$ cat config.mk
export PLATFORM = sky130hd
export DESIGN_NAME = seven_seg_scanner
export DESIGN_NICKNAME = d
export VERILOG_FILES = /design/src/rtl/seven_seg_scanner.sv
export SDC_FILE = /design/constraint.sdc
export NUM_CORES = 1
export LEC_CHECK = 0
export CAP_MARGIN = 5
export CORE_MARGIN = 2
export CORE_UTILIZATION = 40
export CTS_BUF_LIST = sky130_fd_sc_hd__clkbuf_8
export CTS_CLUSTER_DIAMETER = 100
export DETAILED_ROUTE_END_ITERATION = 12
export GPL_TIMING_DRIVEN = 0
export HOLD_SLACK_MARGIN = 0.08
export PLACE_DENSITY_LB_ADDON = 0.08
export SETUP_SLACK_MARGIN = 0.2
export SYNTH_ARGS = -nofsm -noshare
export SYNTH_HDL_FRONTEND = slang
export SYNTH_SLANG_ARGS = --single-unit
$ cat constraint.sdc
create_clock -name clk -period 2.8 [get_ports clk]
set_input_delay 0.56 -clock clk [delete_from_list [all_inputs] [get_ports clk]]
set_output_delay 0.56 -clock clk [all_outputs]
set_load 0.01 [all_outputs]
$ cat src/rtl/seven_seg_scanner.sv
// seven_seg_scanner: multiplexed seven-segment display driver.
// Owns a refresh prescaler and digit counter. The display value is double-buffered
// and only changes on a frame boundary. Each 4-bit code is decoded to segments.
// Also provides leading-zero blanking and one decimal point per digit.
// Optional feature macro SEG_DIM_EN: adds a 4-bit brightness input. It shortens the
// anode-on time within each scan slot.
module seven_seg_scanner #(
  parameter int NUM_DIGITS  = 4,
  parameter int REFRESH_DIV = 100000,
  parameter bit ACTIVE_LOW  = 1'b1,
  localparam int IW = (NUM_DIGITS > 1) ? $clog2(NUM_DIGITS) : 1
) (
  input  logic                    clk,
  input  logic                    rst_n,
  input  logic [4*NUM_DIGITS-1:0] digits_in,
  input  logic [NUM_DIGITS-1:0]   dp_in,
  input  logic                    load,
  input  logic                    blank_lz,
`ifdef SEG_DIM_EN
  input  logic [3:0]              brightness,
`endif
  output logic                    load_ack,
  output logic                    frame_start,
  output logic [IW-1:0]           digit_idx,
  output logic [NUM_DIGITS-1:0]   an,
  output logic [6:0]              seg,
  output logic                    dp
);

  localparam int PW = (REFRESH_DIV > 2) ? $clog2(REFRESH_DIV) : 1;

  // Active-high segment patterns, bit 0 = a ... bit 6 = g.
  function automatic logic [6:0] seg_decode(input logic [3:0] code);
    logic [6:0] s;
    case (code)
      4'h0: s = 7'h3F;
      4'h1: s = 7'h06;
      4'h2: s = 7'h5B;
      4'h3: s = 7'h4F;
      4'h4: s = 7'h66;
      4'h5: s = 7'h6D;
      4'h6: s = 7'h7D;
      4'h7: s = 7'h07;
      4'h8: s = 7'h7F;
      4'h9: s = 7'h6F;
      4'hA: s = 7'h77;
      4'hB: s = 7'h7C;
      4'hC: s = 7'h39;
      4'hD: s = 7'h5E;
      4'hE: s = 7'h79;
      default: s = 7'h71;
    endcase
    return s;
  endfunction

  // run_q gives a synchronous release. After rst_n rises, the first edge only sets run_q.
  // The scan logic starts on the second edge.
  logic                    run_q;
  logic [PW-1:0]           presc_q, presc_d;
  logic [IW-1:0]           idx_q, idx_d;
  logic [4*NUM_DIGITS-1:0] disp_dig_q, disp_dig_d, pend_dig_q, pend_dig_d;
  logic [NUM_DIGITS-1:0]   disp_dp_q, disp_dp_d, pend_dp_q, pend_dp_d;
  logic                    pend_valid_q, pend_valid_d;
  logic                    load_ack_q, load_ack_d;
  logic                    frame_start_q, frame_start_d;
  logic [NUM_DIGITS-1:0]   an_q, an_d;
  logic [6:0]              seg_q, seg_d;
  logic                    dp_q, dp_d;

  logic                    tc, last_digit, wrap;
  logic [3:0]              code_arr [NUM_DIGITS];
  logic [NUM_DIGITS-1:0]   blank_mask;
  logic                    dim_on;
  logic [NUM_DIGITS-1:0]   an_act;
  logic [6:0]              seg_act;

  assign tc         = (presc_q == PW'(REFRESH_DIV - 1));
  assign last_digit = (idx_q == IW'(NUM_DIGITS - 1));
  assign wrap       = run_q && tc && last_digit;

  // Unpack the committed display value into per-digit codes.
  for (genvar gi = 0; gi < NUM_DIGITS; gi++) begin : g_code
    assign code_arr[gi] = disp_dig_q[4*gi +: 4];
  end

  // Leading-zero blanking: walk down from the top digit until the first non-zero code.
  // Digit 0 always stays lit.
  always_comb begin
    logic lead;
    blank_mask = '0;
    lead       = blank_lz;
    for (int k = NUM_DIGITS - 1; k >= 1; k--) begin
      if (code_arr[k] != 4'd0) lead = 1'b0;
      blank_mask[k] = lead;
    end
  end

`ifdef SEG_DIM_EN
  // Dim threshold. It is taken from brightness in the first cycle of each slot,
  // then held for the rest of the slot.
  logic [PW:0] thresh_q, thresh_d, thresh_now, thresh_eff;
  assign thresh_now = (PW+1)'(((32'(brightness) + 32'd1) * 32'(REFRESH_DIV)) / 32'd16);
  assign thresh_eff = (presc_q == '0) ? thresh_now : thresh_q;
  assign thresh_d   = (run_q && presc_q == '0) ? thresh_now : thresh_q;
  assign dim_on     = ({1'b0, presc_q} < thresh_eff);

  // Holds the dim threshold for the current slot.
  always_ff @(posedge clk or negedge rst_n) begin
    if (!rst_n) thresh_q <= '0;
    else        thresh_q <= thresh_d;
  end
`else
  assign dim_on = 1'b1;
`endif

  // Active-high drive for the digit selected this cycle. It is registered below,
  // so it appears on the pins one clock later.
  assign an_act  = dim_on ? (NUM_DIGITS'(1) << idx_q) : '0;
  assign seg_act = blank_mask[idx_q] ? 7'h00 : seg_decode(code_arr[idx_q]);

  // Next state: scan counters, buffer commit and output drive.
  always_comb begin
    presc_d       = presc_q;
    idx_d         = idx_q;
    disp_dig_d    = disp_dig_q;
    disp_dp_d     = disp_dp_q;
    pend_dig_d    = pend_dig_q;
    pend_dp_d     = pend_dp_q;
    pend_valid_d  = pend_valid_q;
    load_ack_d    = 1'b0;
    frame_start_d = 1'b0;
    an_d          = an_q;
    seg_d         = seg_q;
    dp_d          = dp_q;
    if (run_q) begin
      if (tc) begin
        presc_d = '0;
        idx_d   = last_digit ? '0 : idx_q + 1'b1;
      end else begin
        presc_d = presc_q + 1'b1;
      end
      frame_start_d = wrap;
      // A load that lands on the wrap edge bypasses the pending buffer.
      if (wrap && load) begin
        disp_dig_d   = digits_in;
        disp_dp_d    = dp_in;
        pend_valid_d = 1'b0;
        load_ack_d   = 1'b1;
      end else if (wrap && pend_valid_q) begin
        disp_dig_d   = pend_dig_q;
        disp_dp_d    = pend_dp_q;
        pend_valid_d = 1'b0;
        load_ack_d   = 1'b1;
      end else if (load) begin
        pend_dig_d   = digits_in;
        pend_dp_d    = dp_in;
        pend_valid_d = 1'b1;
      end
      an_d  = ACTIVE_LOW ? ~an_act : an_act;
      seg_d = ACTIVE_LOW ? ~seg_act : seg_act;
      dp_d  = ACTIVE_LOW ? ~disp_dp_q[idx_q] : disp_dp_q[idx_q];
    end
  end

  // Release qualifier: rises on the first edge after rst_n is released.
  always_ff @(posedge clk or negedge rst_n) begin
    if (!rst_n) run_q <= 1'b0;
    else        run_q <= 1'b1;
  end

  // State registers. While in reset, the pins are held at their inactive level.
  always_ff @(posedge clk or negedge rst_n) begin
    if (!rst_n) begin
      presc_q       <= '0;
      idx_q         <= '0;
      disp_dig_q    <= '0;
      disp_dp_q     <= '0;
      pend_dig_q    <= '0;
      pend_dp_q     <= '0;
      pend_valid_q  <= 1'b0;
      load_ack_q    <= 1'b0;
      frame_start_q <= 1'b0;
      an_q          <= {NUM_DIGITS{ACTIVE_LOW}};
      seg_q         <= {7{ACTIVE_LOW}};
      dp_q          <= ACTIVE_LOW;
    end else begin
      presc_q       <= presc_d;
      idx_q         <= idx_d;
      disp_dig_q    <= disp_dig_d;
      disp_dp_q     <= disp_dp_d;
      pend_dig_q    <= pend_dig_d;
      pend_dp_q     <= pend_dp_d;
      pend_valid_q  <= pend_valid_d;
      load_ack_q    <= load_ack_d;
      frame_start_q <= frame_start_d;
      an_q          <= an_d;
      seg_q         <= seg_d;
      dp_q          <= dp_d;
    end
  end

  assign load_ack    = load_ack_q;
  assign frame_start = frame_start_q;
  assign digit_idx   = idx_q;
  assign an          = an_q;
  assign seg         = seg_q;
  assign dp          = dp_q;

endmodule

# After elaboration in Yosys (flattened, before gate mapping)
# Memories as Yosys holds them, arrays and structs flattened.
# Cells that the tools add are included.
# totals
input_bits	24
mem_count	1
rom_bits	112
wordCells	64
ff_bits	75
out_inout_bits	16
# mem_list
name	depth	word_bits	read_ports	rd_clocked_by_memory_dff	wr	line	rtl
(name not given)	16	7	1	0	0	35	case (code)
# op_classes
add_sub_neg	2
order_cmp	2
bitwise_logic	6
n_reduce_logical	13
n_eq_ne	2
shift	1
n_mux	24
# op_table
operator	count
$mux W16	2
$add A17 B1 Y17 const B	1
$eq A17 B17 Y1 const B	1
$mux W17	1
$mux W4	4
$mux W1	12
$reduce_bool A4 Y1	3
$bmux W4 S2	1
$mux W7	1
$not A7 Y7	1
$reduce_and A2 Y1	3
$bmux W1 S2	2
$logic_and A1 B1 Y1	4
$not A4 Y4	1
$reduce_and A4 Y1	1
$shl A1 B2 Y4 const A	1
$ge A3 B3 Y1 const B	1
$lt A2 B3 Y1 const B	1
$not A1 Y1	3
$not A2 Y3	1
$reduce_bool A3 Y1	1
$add A2 B1 Y2 const B	1
$eq A2 B2 Y1 const B	1
$mux W2	1
$reduce_bool A2 Y1	1

# Logic depth before layout (Yosys ltp)
# depth
depth_word	8
ltp_mapped	8
ltp_nobuf	7

# Worst setup path before layout
# No wires, ideal clock.
# synth_path
kind	reg-to-reg
from	register presc_q[11]
to	register pend_dig_q[0]
setup_ns	0.125
stages_incl_launch_ff	7
n_path_buf	1
required_ns	2.675
synth_period_minus_slack_ns	2.135
setup_slack_ns	0.665
arrival_ns	2.010
cell_sequence	dfrtp_1 or4_4 nor4_2 and2b_2 a211oi_2 buf_6 mux2_4
# synth_via
elab_chain_cells	6
word_cells_on_any_way	8
# synth_lines
item	line	rtl
from (decl)	59	logic [PW-1:0] presc_q, presc_d;
from (signal assigned)	187	presc_q <= presc_d;
$eq A17 B17 Y1 *	77	assign tc = (presc_q == PW'(REFRESH_DIV - 1));
$logic_and A1 B1 Y1 * (2 in a row)	79	assign wrap = run_q && tc && last_digit;
$logic_and A1 B1 Y1, on equally long branches	149, 144	
$not A1 Y1 (no source line)	n/a	
$reduce_and A4 Y1 (no source line) *	n/a	
to (signal assigned)	191	pend_dig_q <= pend_dig_d;
to (decl)	61	logic [4*NUM_DIGITS-1:0] disp_dig_q, disp_dig_d, pend_dig_q, pend_dig_d;
# Every way passes the cells marked *; elsewhere a longest branch is shown, timed or not.
# A chain may end at the register's enable or synchronous reset.

# Final worst setup path
# Ends and elaborated chain as after synthesis.

==> run metrics <==
status=finished clean; Slew @ Worst Pin=0.525 ns; die height=101 um; Max-Cap Viols=0; worst ir drop on vdd=0.226 mV; Final HPWL DP=5930 um; Post-Synth Simple-Gate Area=0.105; DR WL/cell=17.0 um; CTS sink cnt=75; worst skew pair latency=0.34 ns; crit-path max FO=10; clock buffer count from CTS=9; DRC violations left=0; CP Launch Type=register; final hold slack=0.133 ns; power per cell area=517 nW/um2; Clock Path Buffers=2; Initial DRC Count=113; share of the synthesized area in the top cell type=0.420; post-synth net total=367; count leader, synth=dfrtp_1; Synth area leader=dfrtp_1; Root Driver=clkbuf_8; Slew Limit Fails=0; Routed Antenna Nets=0; Critical-path top delay cell=or4_4; syn avg cell area=11.3 um2; busiest grt layer=met1; grt total ovfl=0; Final #Nets=418; met3 usage=0.0409; synth top area cells=dfrtp_1, dfstp_2, mux2_4; post-synthesis xor/xnor area fraction=0.0350; largest net degree at the start of global routing=50; Yosys reg bits=75; IO Count=40; grt met2 use=0.263; vias per inst=5.65; critical path buffer and inverter count=1; Compound-Gate Fraction of Synth Area=0.157; final setup fails=0; initial antenna violation count=0; via count=2824; Mapped Area=3760 um2; Gate Count Post-Synth=333; Synth-to-Final Area Change=20.0%; first drt pass iteration count=4; Post-synth EDFFs=0; Layout Skew=0.0108 ns; Top Family by Delay on Critical Path=simple AND/OR/NAND/NOR gates; final total power=2.33 mW; RSZ-0062 raised after global routing=no; Synth Warn #=0; min-delay worst type=input port to async pin; CP Cell Sequence=or4_4 -> nor4_2 -> and2b_2 -> a211oi_2 -> buf_6 -> mux2_4; Buffers on Ports=39; gr usage total=0.182; Max transition margin=0.640; Total Wirelength=8510 um; multiplexer share of the synthesized area=0.131; endpoint class of the critical path=register; Main synth FF type=dfrtp_1; die area=10200 um2; share of cells above drive strength 1=0.183; f_max=0.416 GHz; fillers=849; clock transition at the registers of the reported paths=0.08 ns; core footprint=9200 um2; adder-cell share of the synthesized area=0.0333; num rows=35; asr flop ratio synth=1.00; worst path arrival time=2.62 ns; largest family of logic cells by synthesized area=compound AO/OA/AOI/OAI gates; Final Util=0.490; synth unique cells=48; Final Hold Fails=0; critical path type=register to register; M1 GR Usage=0.272; routability cong.=0.807; synth cell count leaders=dfrtp_1, o22ai_1, a21oi_1, nor2_1, nand2_1; fin crit share=0.858; # H-tree levels=3; Max stage delay on crit path=0.56 ns; Lkg Pwr=1.97 nW; first-pass GRT wire length=14500 um; Die Wd=101 um; diode count=0; WP data required=3.02 ns; TritonCTS clock tree=built; post-CTS setup buffers=0; number of global-route vias before repair=2755; Seq/Total Area, Yosys=0.504; initial cell density of the core=0.408; minimum clock period=2.40 ns
==> power breakdown <==
group | switching, mW | internal (mW) | leakage [nW]
combinational | 0.0999 | 0.156 | 0.923
clock | 0.397 | 0.429 | 0.103
sequential | 0.0731 | 1.17 | 0.944
==> metal layers <==
metal	share of wire	wire length, um	up-vias
met2	0.45	3810	54
met3	0.034	290	12
met1	0.50	4280	1412
li1	-	-	1346
met5	0	0	-
met4	0.016	132	0
==> cells in the final DEF, fill, tap and decap left out, types with 4 or more instances in the layout <==
cell type	netlist	routed
xor2_1	7	7
ha_1	10	10
buf_2	4	4
and3_1	4	4
mux2_2	6	6
mux4_2	4	4
a21oi_1	24	24
o21ai_0	9	9
clkdlybuf4s50_1	0	38
mux2_4	19	19
xnor2_1	8	8
mux2i_1	5	5
clkbuf_1	13	12
dfstp_2	12	12
nand3_1	4	4
nand4_1	5	5
dfrtp_1	63	63
nor3_1	4	4
o22a_1	5	5
inv_1	9	10
nor2_1	23	23
clkbuf_8	0	10
nand2_1	20	19
o22ai_1	40	40
==> worst paths after layout <==
kind | startpoint | endpoint | slack, ns | cells after the start
max | presc_q[11] | pend_dig_q[0] | 0.40 | 6
min | rst_n | presc_q[6] | 0.13 | 1
max reg2reg | presc_q[11] | pend_dig_q[0] | 0.40 | 6
min reg2reg | an[2] | an[2] | 0.49 | 2
max in group asynchronous | rst_n | dp | 2.07 | 2
min in group clk | an[2] | an[2] | 0.49 | 2
==> through the flow <==
stage                     cell area, um2  instances  TNS, ns  worst slack [ns]
after CTS                           4500        500        0             0.319
final                               4510        500        0             0.398
after detailed placement            4310        484        0             0.346
after floorplan                     3760        333        0             0.665
after global placement              4290        483  -107.43             -1.58
after global routing                4510        500        0             0.220
==> repair_timing <==
action | 4_1_cts | 5_1_grt
gates resized for setup | 0 | 3
setup endpoints to repair | 0 | 10
hold buffers | 0 | 0
endpoints found under the hold margin | 0 | 0
==> cells by family (layout without fill, tap and decap cells) <==
kind of cell	Yosys count	in the layout
compound gates	93	93
xor+xnor	15	15
fa+ha+maj	10	10
buf+inv	28	84
flops	75	75
mux	34	34
other cells	1	1
simple gates	77	77
==> state kept, by name, summed over array words and instances, names as in the netlist <==
register and cells:
pend_valid_q 1, dp 1, load_ack 1, disp_dig_q 16, pend_dig_q 16, run_q 1, digit_idx 2, an 4
presc_q 17, frame_start 1, seg 7, disp_dp_q 4, pend_dp_q 4
==> layout make-up <==
cell class / instances / area (um2) / area share
clock inverter: 6 / 56.3 / 0.0125
timing repair buffer: 40 / 415 / 0.0921
multi-input combinational: 230 / 1740 / 0.386
tap: 111 / 139 / 0.0308
buffer: 19 / 92.6 / 0.0205
sequential: 75 / 1890 / 0.420
clock buffer: 10 / 138 / 0.0305
inverter: 9 / 33.8 / 0.00749
(Power assumes the default switching activity.)
